`src/rtl/msx_audio_mixer.sv`:
```
// -----------------------------------------------------------------------------
// msx_audio_mixer
//
// Time-multiplexed audio mixer for the MSX core. On each sample strobe the
// per-channel samples, gains and mutes are captured into shadow registers,
// then one channel per clock is converted to signed, scaled by its 4-bit
// gain (units of 1/8) and summed into a wide accumulator. A final stage
// shifts the sum back to the output scale and saturates it, flagging clips.
//
// Optional feature macro: MIXER_DCBLOCK_EN
//   When defined, a one-pole DC-blocking high-pass filter runs between the
//   shift and the clamp (extra FILT state, one extra cycle of latency).
//
// Parameters:
//   CHANNELS    number of input channels (1..16)
//   IN_W        width of each channel sample
//   OUT_W       output width (OUT_W <= IN_W)
//   SIGNED_MASK bit i = 1: channel i two's complement, 0: offset-binary
//
// Ports:
//   clk_sys     system clock
//   reset       synchronous, active-high reset
//   sample_stb  single-cycle pulse starting one mix
//   ch_data     channel samples, channel i at [i*IN_W +: IN_W]
//   ch_gain     4-bit unsigned gain per channel (8 = unity)
//   ch_mute     per-channel mute
//   busy        mix in progress
//   out_valid   single-cycle pulse when audio_out/clip update
//   audio_out   signed mixed sample, held between pulses
//   clip        last sample saturated
//   overrun     sticky: a strobe arrived while busy and was dropped
// -----------------------------------------------------------------------------
module msx_audio_mixer #(
  parameter int                  CHANNELS    = 4,
  parameter int                  IN_W        = 16,
  parameter int                  OUT_W       = 16,
  parameter logic [CHANNELS-1:0] SIGNED_MASK = {CHANNELS{1'b1}}
) (
  input  logic                     clk_sys,
  input  logic                     reset,
  input  logic                     sample_stb,
  input  logic [CHANNELS*IN_W-1:0] ch_data,
  input  logic [CHANNELS*4-1:0]    ch_gain,
  input  logic [CHANNELS-1:0]      ch_mute,
  output logic                     busy,
  output logic                     out_valid,
  output logic [OUT_W-1:0]         audio_out,
  output logic                     clip,
  output logic                     overrun
);

  localparam int IDX_W  = (CHANNELS > 1) ? $clog2(CHANNELS) : 1;
  localparam int PROD_W = IN_W + 5;
  localparam int ACC_W  = IN_W + 5 + $clog2(CHANNELS);
  // Gain is in eighths, so 3 extra bits are dropped besides the width change.
  localparam int SHIFT  = 3 + IN_W - OUT_W;
  localparam logic [IDX_W-1:0] LAST_IDX = IDX_W'(CHANNELS - 1);

  localparam logic signed [ACC_W-1:0] OUT_MAX = ACC_W'((64'sd1 <<< (OUT_W - 1)) - 64'sd1);
  localparam logic signed [ACC_W-1:0] OUT_MIN = ACC_W'(-(64'sd1 <<< (OUT_W - 1)));

`ifdef MIXER_DCBLOCK_EN
  typedef enum logic [1:0] {
    S_IDLE  = 2'd0,
    S_ACCUM = 2'd1,
    S_FILT  = 2'd2,
    S_SAT   = 2'd3
  } state_t;
`else
  typedef enum logic [1:0] {
    S_IDLE  = 2'd0,
    S_ACCUM = 2'd1,
    S_SAT   = 2'd2
  } state_t;
`endif

  state_t r_state;
  state_t w_state_next;
  logic   w_latch;
  logic   w_accum;
  logic   w_sat;
  logic   w_filt;

  logic [IDX_W-1:0]       r_idx;
  logic signed [ACC_W-1:0] r_acc;

  // Shadow copies of the inputs, captured on the accepted strobe.
  logic [IN_W-1:0]     r_data [CHANNELS];
  logic [3:0]          r_gain [CHANNELS];
  logic [CHANNELS-1:0] r_mute;

  logic signed [IN_W-1:0] w_conv [CHANNELS];

  logic                    r_out_valid;
  logic [OUT_W-1:0]        r_audio_out;
  logic                    r_clip;
  logic                    r_overrun;

  // ---------------------------------------------------------------------------
  // FSM
  // ---------------------------------------------------------------------------
  always_ff @(posedge clk_sys) begin
    if (reset) begin
      r_state <= S_IDLE;
    end else begin
      r_state <= w_state_next;
    end
  end

  always_comb begin
    w_state_next = r_state;
    w_latch      = 1'b0;
    w_accum      = 1'b0;
    w_sat        = 1'b0;
    w_filt       = 1'b0;
    case (r_state)
      S_IDLE: begin
        if (sample_stb) begin
          w_latch      = 1'b1;
          w_state_next = S_ACCUM;
        end
      end
      S_ACCUM: begin
        w_accum = 1'b1;
        if (r_idx == LAST_IDX) begin
`ifdef MIXER_DCBLOCK_EN
          w_state_next = S_FILT;
`else
          w_state_next = S_SAT;
`endif
        end
      end
`ifdef MIXER_DCBLOCK_EN
      S_FILT: begin
        w_filt       = 1'b1;
        w_state_next = S_SAT;
      end
`endif
      S_SAT: begin
        w_sat        = 1'b1;
        w_state_next = S_IDLE;
      end
      default: begin
        w_state_next = S_IDLE;
      end
    endcase
  end

  // ---------------------------------------------------------------------------
  // Input capture and per-channel sign conversion
  // ---------------------------------------------------------------------------
  always_ff @(posedge clk_sys) begin
    if (w_latch) begin
      for (int i = 0; i < CHANNELS; i++) begin
        r_data[i] <= ch_data[i*IN_W +: IN_W];
        r_gain[i] <= ch_gain[i*4 +: 4];
      end
      r_mute <= ch_mute;
    end
  end

  // Offset-binary becomes two's complement by flipping the MSB.
  generate
    for (genvar gi = 0; gi < CHANNELS; gi++) begin : g_conv
      assign w_conv[gi] = {r_data[gi][IN_W-1] ^ ~SIGNED_MASK[gi], r_data[gi][IN_W-2:0]};
    end
  endgenerate

  // ---------------------------------------------------------------------------
  // Multiply-accumulate, one channel per cycle
  // ---------------------------------------------------------------------------
  logic signed [IN_W-1:0]   w_sample;
  logic [3:0]               w_gain;
  logic                     w_mute;
  logic signed [PROD_W-1:0] w_samp_ext;
  logic signed [PROD_W-1:0] w_gain_ext;
  logic signed [PROD_W-1:0] w_prod;
  logic signed [ACC_W-1:0]  w_prod_ext;

  assign w_sample   = w_conv[r_idx];
  assign w_gain     = r_gain[r_idx];
  assign w_mute     = r_mute[r_idx];
  assign w_samp_ext = PROD_W'(w_sample);
  assign w_gain_ext = PROD_W'(w_gain);
  assign w_prod     = w_mute ? '0 : (w_samp_ext * w_gain_ext);
  assign w_prod_ext = ACC_W'(w_prod);

  always_ff @(posedge clk_sys) begin
    if (reset) begin
      r_acc <= '0;
      r_idx <= '0;
    end else if (w_latch) begin
      r_acc <= '0;
      r_idx <= '0;
    end else if (w_accum) begin
      r_acc <= r_acc + w_prod_ext;
      r_idx <= r_idx + IDX_W'(1);
    end
  end

  logic signed [ACC_W-1:0] w_shifted;
  logic signed [ACC_W-1:0] w_sat_src;

  assign w_shifted = r_acc >>> SHIFT;

`ifdef MIXER_DCBLOCK_EN
  // ---------------------------------------------------------------------------
  // DC blocker: y = x - x_prev + y_prev - (y_prev >>> 10)
  // State is two bits wider than the output; the input and the new state are
  // both pinned into that range so the recursion can never wrap.
  // ---------------------------------------------------------------------------
  localparam int F_W = OUT_W + 2;
  localparam int W_W = F_W + 3;
  localparam logic signed [ACC_W-1:0] F_MAX_A = ACC_W'((64'sd1 <<< (F_W - 1)) - 64'sd1);
  localparam logic signed [ACC_W-1:0] F_MIN_A = ACC_W'(-(64'sd1 <<< (F_W - 1)));
  localparam logic signed [W_W-1:0]   F_MAX_W = W_W'((64'sd1 <<< (F_W - 1)) - 64'sd1);
  localparam logic signed [W_W-1:0]   F_MIN_W = W_W'(-(64'sd1 <<< (F_W - 1)));

  logic signed [F_W-1:0] r_x_prev;
  logic signed [F_W-1:0] r_y_prev;
  logic signed [F_W-1:0] w_x_f;
  logic signed [F_W-1:0] w_y_f;
  logic signed [W_W-1:0] w_y_wide;

  always_comb begin
    w_x_f = F_W'(w_shifted);
    if (w_shifted > F_MAX_A) begin
      w_x_f = F_W'(F_MAX_A);
    end else if (w_shifted < F_MIN_A) begin
      w_x_f = F_W'(F_MIN_A);
    end
  end

  assign w_y_wide = W_W'(w_x_f) - W_W'(r_x_prev) + W_W'(r_y_prev) - W_W'(r_y_prev >>> 10);

  always_comb begin
    w_y_f = F_W'(w_y_wide);
    if (w_y_wide > F_MAX_W) begin
      w_y_f = F_W'(F_MAX_W);
    end else if (w_y_wide < F_MIN_W) begin
      w_y_f = F_W'(F_MIN_W);
    end
  end

  always_ff @(posedge clk_sys) begin
    if (reset) begin
      r_x_prev <= '0;
      r_y_prev <= '0;
    end else if (w_filt) begin
      r_x_prev <= w_x_f;
      r_y_prev <= w_y_f;
    end
  end

  assign w_sat_src = ACC_W'(r_y_prev);
`else
  assign w_sat_src = w_shifted;
`endif

  // ---------------------------------------------------------------------------
  // Saturation and outputs
  // ---------------------------------------------------------------------------
  logic                    w_clip_hi;
  logic                    w_clip_lo;
  logic signed [ACC_W-1:0] w_clamped;

  assign w_clip_hi = (w_sat_src > OUT_MAX);
  assign w_clip_lo = (w_sat_src < OUT_MIN);
  assign w_clamped = w_clip_hi ? OUT_MAX : (w_clip_lo ? OUT_MIN : w_sat_src);

  always_ff @(posedge clk_sys) begin
    if (reset) begin
      r_out_valid <= 1'b0;
      r_audio_out <= '0;
      r_clip      <= 1'b0;
      r_overrun   <= 1'b0;
    end else begin
      r_out_valid <= w_sat;
      if (w_sat) begin
        r_audio_out <= w_clamped[OUT_W-1:0];
        r_clip      <= w_clip_hi | w_clip_lo;
      end
      if (sample_stb && (r_state != S_IDLE)) begin
        r_overrun <= 1'b1;
      end
    end
  end

  assign busy      = (r_state != S_IDLE);
  assign out_valid = r_out_valid;
  assign audio_out = r_audio_out;
  assign clip      = r_clip;
  assign overrun   = r_overrun;

endmodule
```
`config.mk`:
```
export PLATFORM = sky130hd
export DESIGN_NAME = msx_audio_mixer
export DESIGN_NICKNAME = d
export VERILOG_FILES = /design/src/rtl/msx_audio_mixer.sv
export SDC_FILE = /design/constraint.sdc
export NUM_CORES = 1
export LEC_CHECK = 0
export CAP_MARGIN = 30
export CORE_MARGIN = 10
export CORE_UTILIZATION = 61
export DETAILED_ROUTE_END_ITERATION = 7
export PLACE_DENSITY = 0.94
export SYNTH_ARGS = -nofsm -noshare
export SYNTH_HDL_FRONTEND = slang
export SYNTH_SLANG_ARGS = --single-unit
export TNS_END_PERCENT = 30
```
`constraint.sdc`:
```
create_clock -name clk_sys -period 14.6 [get_ports clk_sys]
set_input_delay 2.92 -clock clk_sys [delete_from_list [all_inputs] [get_ports clk_sys]]
set_output_delay 2.92 -clock clk_sys [all_outputs]
set_load 0.02 [all_outputs]
```
# After elaboration in Yosys (flattened, before gate mapping)
# Memory sizes are Yosys's and may differ from the RTL's. A register that Yosys moved wholly into a read port is not among the register bits.
# Index checks and enable logic that the tools add are counted.
[totals] ff_bits=50 mem_bits_rw=80 in_bits=87 output_inout_bits=20 word_cells=48 mem_count=2
[mem_list] memory="r_data" depth=4 word_bits=16 rd=4 rd_clocked_by_memory_dff=0 write_ports=4 line_no="88" text="logic [IN_W-1:0] r_data [CHANNELS];"
[mem_list] memory="r_gain" depth=4 word_bits=4 rd=1 rd_clocked_by_memory_dff=1 write_ports=4 line_no="89" text="logic [3:0] r_gain [CHANNELS];"
[classes] add_sub_neg=2 n_mul=1 n_lt_le_gt_ge=4 n_eq_ne=5 n_mux=19 bitwise_logic=2 reduce_logical=5
[op_table] op="$mux W16" count=4
[op_table] op="$bmux W16 S2" count=1
[op_table] op="$add A23 B21 Y23" count=1
[op_table] op="$mul A16 B5 Y21" count=1
[op_table] op="$mux W21" count=1
[op_table] op="$gt A20 B16 Y1 const B" count=1
[op_table] op="$lt A20 B16 Y1 const B" count=1
[op_table] op="$mux W2" count=4
[op_table] op="$mux W1" count=7
[op_table] op="$eq A2 B2 Y1 const B" count=2
[op_table] op="$ne A2 B2 Y1 const B" count=2
[op_table] op="$pmux W2 S2" count=1
[op_table] op="$ge A3 B3 Y1 const B" count=1
[op_table] op="$lt A2 B3 Y1 const B" count=1
[op_table] op="$not A2 Y3" count=1
[op_table] op="$add A2 B1 Y2 const B" count=1
[op_table] op="$bmux W1 S2" count=1
[op_table] op="$eq A2 B1 Y1 const B" count=1
[op_table] op="$logic_not A2 Y1" count=1
[op_table] op="$reduce_and A2 Y1" count=1
[op_table] op="$reduce_bool A2 Y1" count=1
[op_table] op="$reduce_or A2 Y1" count=1
[op_table] op="$logic_and A1 B1 Y1" count=1
[op_table] op="$or A1 B1 Y1" count=1

# Logic depth before layout (Yosys ltp)
[depth] ltp_word=7 depth_mapped=28 mapped_depth_nobuf=26

# Worst setup path after synthesis
# Ideal clock, no wire load.
[synth_timing] kind="input-to-reg" start="in sample_stb" end="reg (tool-made name)" setup_ns=0.136 arrival_ns=7.582 t_required_ns=14.464 setup_slack_ns=6.882 cell_stages=6 n_path_buf=2 path_cell_list="inv_1 -> nor2_1 -> or2_2 -> clkbuf_1 -> clkbuf_1 -> a21oi_1"
[synth_lines] element="start, declared" line_no="41" text="input logic sample_stb,"

# Final worst setup path
[layout_timing] start="reg r_idx[1]" end="reg r_acc[22]"
[layout_between] elab_chain_len=7 elab_cells_between_ends=9
[layout_rtl] element="start, declared" line_no="84" text="logic [IDX_W-1:0] r_idx;"
[layout_rtl] element="start signal, assigned" line_no="197" text="r_idx <= r_idx + IDX_W'(1);"
[layout_rtl] element="$not A2 Y3 (not written as such)" line_no="180" text="assign w_sample = w_conv[r_idx];"
[layout_rtl] element="$bmux W16 S2" line_no="180"
[layout_rtl] element="$mux W16 (not written as such) (2 in series)" line_no="180"
[layout_rtl] element="$mul A16 B5 Y21" line_no="185" text="assign w_prod = w_mute ? '0 : (w_samp_ext * w_gain_ext);"
[layout_rtl] element="$mux W21 *" line_no="185"
[layout_rtl] element="$add A23 B21 Y23 *" line_no="196" text="r_acc <= r_acc + w_prod_ext;"
[layout_rtl] element="end signal, assigned" line_no="196"
[layout_rtl] element="end, declared" line_no="85" text="logic signed [ACC_W-1:0] r_acc;"
# Mark *: on every way between the ends. The rest lies on a longest branch, timed or not. The select of a mux whose other input is x is not followed.
# A chain may end at the register's enable or synchronous reset.

==> flow_metrics.tcl <==
set metrics [dict create \
    viasPerCell 5.83 \
    fillCellCount 775 \
    grt_pass1_vias 6188 \
    syn_to_final_growth_pct 22.7 \
    synth_area_leaders "edfxtp_1 31%, dfxtp_1 12%, ha_1 9.3%" \
    ys_seq_elements 132 \
    multi_input_area_sq_um 4300 \
    max_stage_delay_ns 0.94 \
    fin_setup_tns_ns 0 \
    ys.flop_type "edfxtp_1" \
    postRouteWirelength_mm 20.2 \
    synth_edf_count 84 \
    fmax_mhz 143 \
    worstPathCellList "mux4_2 > and2_1 > ha_1 > inv_1 > fa_1 > fa_1 > inv_1 > ha_1 > a21oi_1 > o21bai_1 > a211o_1 > nand3b_1 > nand2_1 > xnor2_1 > nor2_1 > ha_1 > a21o_1 > nor3_1 > a211oi_2 > a311o_1 > a211o_1 > a2111oi_4 > o21a_1 > nor3_2" \
    seq_area_sq_um 3480 \
    die_w_um 136 \
    yosysTopAreaCellShare_pct 30.8 \
    crit_buf_inv 2 \
    nets 1051 \
    numCtsBuffers 17 \
    grt.total_usage_pct 21.5 \
    design.core.area_sq_um 13200 \
    antenna_found_initial 0 \
    critPathSlowestCell "dfxtp_1" \
    path_max_fanout 19 \
    die_area_sq_um 18400 \
    start_util_pct 62.0 \
    cts_buffer_depth 2 \
    netlist_area_sq_um 8180 \
    critPathCaptureType "register" \
    yosys_warnings 0 \
    relSlewSlack_pct 33.8 \
    cpMostUsedCell "ha_1" \
    final_common_cell "clkdlybuf4s50_1" \
    vdd_drop_max_mv 0.113 \
    final_hold_viol_count 0 \
    crit_arrival_ns 7.30 \
    worstMarginPinSlew_ns 0.993 \
    syn_area_per_cell_sq_um 10.7 \
    cts_setup_buffers 0 \
    clock-root-buffer "clkbuf_16" \
    ctsHoldBuffers 0 \
    synthArstFlopShare_pct 0 \
    rsz0062_at_grt "false" \
    setup_viol 0 \
    ctsResizeCount 0 \
    grt_pass1_wl_mm 31.4 \
    fin_skew_ns 0.0131 \
    clk_latency_ns 0.43 \
    die_h_um 136 \
    worst_setup_path_start_kind "register" \
    drive_gt1_share_pct 8.39 \
    layout_common_cells "106 x clkdlybuf4s50_1, 84 x edfxtp_1, 82 x inv_1, 76 x nand2_1, 61 x ha_1" \
    clk_pin_slew_worst_paths_ns 0.06 \
    postRouteAntennaNets 0 \
    synthCells 764 \
    place.port_buffers 106 \
    fp-row-count 42 \
    wl_per_cell_um 19.1 \
    status "finished, final reports clean" \
    drt_iter0_drc 647 \
    maxSlewViolCount 0 \
    cts_tree "built" \
    min_path_type "register to register" \
    grt_max_degree 86 \
    power.total_mw 1.42 \
    cp_top_family "compound AO/OA/AOI/OAI gates" \
    cts.htree.levels 4 \
    num_vias 6166 \
    antenna_cells 0 \
    dp_hpwl_mm 13.2 \
    power.density_nw_per_um2 141 \
    p_leak_nw 4.15 \
    period_needed_ns 7.00 \
    cp.required_ns 14.90 \
    drc 0 \
    first_pass_iters 5 \
    synth_area_leader_cell "edfxtp_1" \
    max-cap-violations 0 \
    seq_area_frac_synth_pct 42.6 \
    gp_congestion 0.874 \
    clock-sinks 132 \
    grt.overflow.total 0 \
    critPathKind "register to register" \
    syn_nets 946 \
    ios 107 \
    synth.distinct_cells 54 \
    min_period_over_period_pct 47.9 \
]
[worst reg2reg max path, stage by stage (launching register included)]
cell and delay, ns:
dfxtp_1 0.94, mux4_2 0.47, and2_1 0.21, ha_1 0.30, inv_1 0.07, fa_1 0.51, fa_1 0.56, inv_1 0.05
ha_1 0.33, a21oi_1 0.25, o21bai_1 0.12, a211o_1 0.34, nand3b_1 0.09, nand2_1 0.07, xnor2_1 0.15, nor2_1 0.06
ha_1 0.36, a21o_1 0.21, nor3_1 0.25, a211oi_2 0.13, a311o_1 0.45, a211o_1 0.34, a2111oi_4 0.37, o21a_1 0.19
nor3_2 0.04
[state kept, by name (all words and copies together) (netlist names), named ones only]
signal	count
r_data	64
r_state	2
r_acc	23
overrun	1
r_mute	4
audio_out	16
clip	1
r_gain	16
out_valid	1
r_idx	2
[final timing paths]
check                              from                         end  slack (ns)  cells after the start
max               r_idx[1]$_SDFFE_PP0P_      r_acc[22]$_SDFFE_PP0P_        7.60                     24
max reg2reg       r_idx[1]$_SDFFE_PP0P_      r_acc[22]$_SDFFE_PP0P_        7.60                     24
min          audio_out[11]$_SDFFE_PP0P_  audio_out[11]$_SDFFE_PP0P_        0.45                      2
min reg2reg  audio_out[11]$_SDFFE_PP0P_  audio_out[11]$_SDFFE_PP0P_        0.45                      2
[power by group]
group	leakage (nW)	switching, mW	total (mW)	internal, mW
clock network	0.293	0.179	0.442	0.263
registers	1.19	0.0139	0.436	0.422
logic	2.66	0.306	0.541	0.235
[Yosys cell counts, drive strengths merged, types with 11 or more instances]
cell type	n
dfxtp	48
clkbuf	21
edfxtp	84
mux4	21
a21o	18
and2	50
nand3	13
nand2	76
nor3	11
a21oi	58
fa	34
ha	61
nor2	48
inv	82
o21ai	25
xnor2	25
[logic make-up (layout without fill, tap and decap cells)]
group,after synthesis,after routing,share of synthesized area (%)
buf+inv,107,225,4.93
flops,132,132,42.6
fa+ha+maj,95,95,17.7
compound gates,150,150,12.1
simple gates,225,225,13.3
mux,22,22,5.91
xor+xnor,33,33,3.53
[cell type report]
| type | count | share of cell area (%) |
|---|---|---|
| sequential | 132 | 34.7 |
| clock inverter | 11 | 1.13 |
| clock buffer | 21 | 4.91 |
| multi-input combinational | 525 | 42.8 |
| tap | 176 | 2.19 |
| inverter | 82 | 3.07 |
| timing repair buffer | 111 | 11.1 |
[routing by layer]
| layer | part of all wire [%] | GRT usage (%) | vias up |
|---|---|---|---|
| met1 | 39 | 26.0 | 2915 |
| met5 | 0 | 0 | - |
| met2 | 49 | 35.0 | 303 |
| li1 | - | - | 2890 |
| met4 | 3.0 | 8.19 | 0 |
| met3 | 9.0 | 6.79 | 58 |
[through the flow]
stage	hold WS, ns	std cells	util [%]	cell area, sq um	setup slack [ns]
2_1_floorplan	0.436	764	-	8180	6.88
3_3_place_gp	0.438	1025	71.3	9400	7.92
3_5_place_dp	0.446	1025	71.3	9400	7.70
4_1_cts	0.453	1057	75.9	10000	7.65
5_1_grt	0.470	1058	76.1	10000	7.19
6_report	0.451	1058	76.1	10000	7.60
Note: power is estimated with default switching activity, not from simulation.
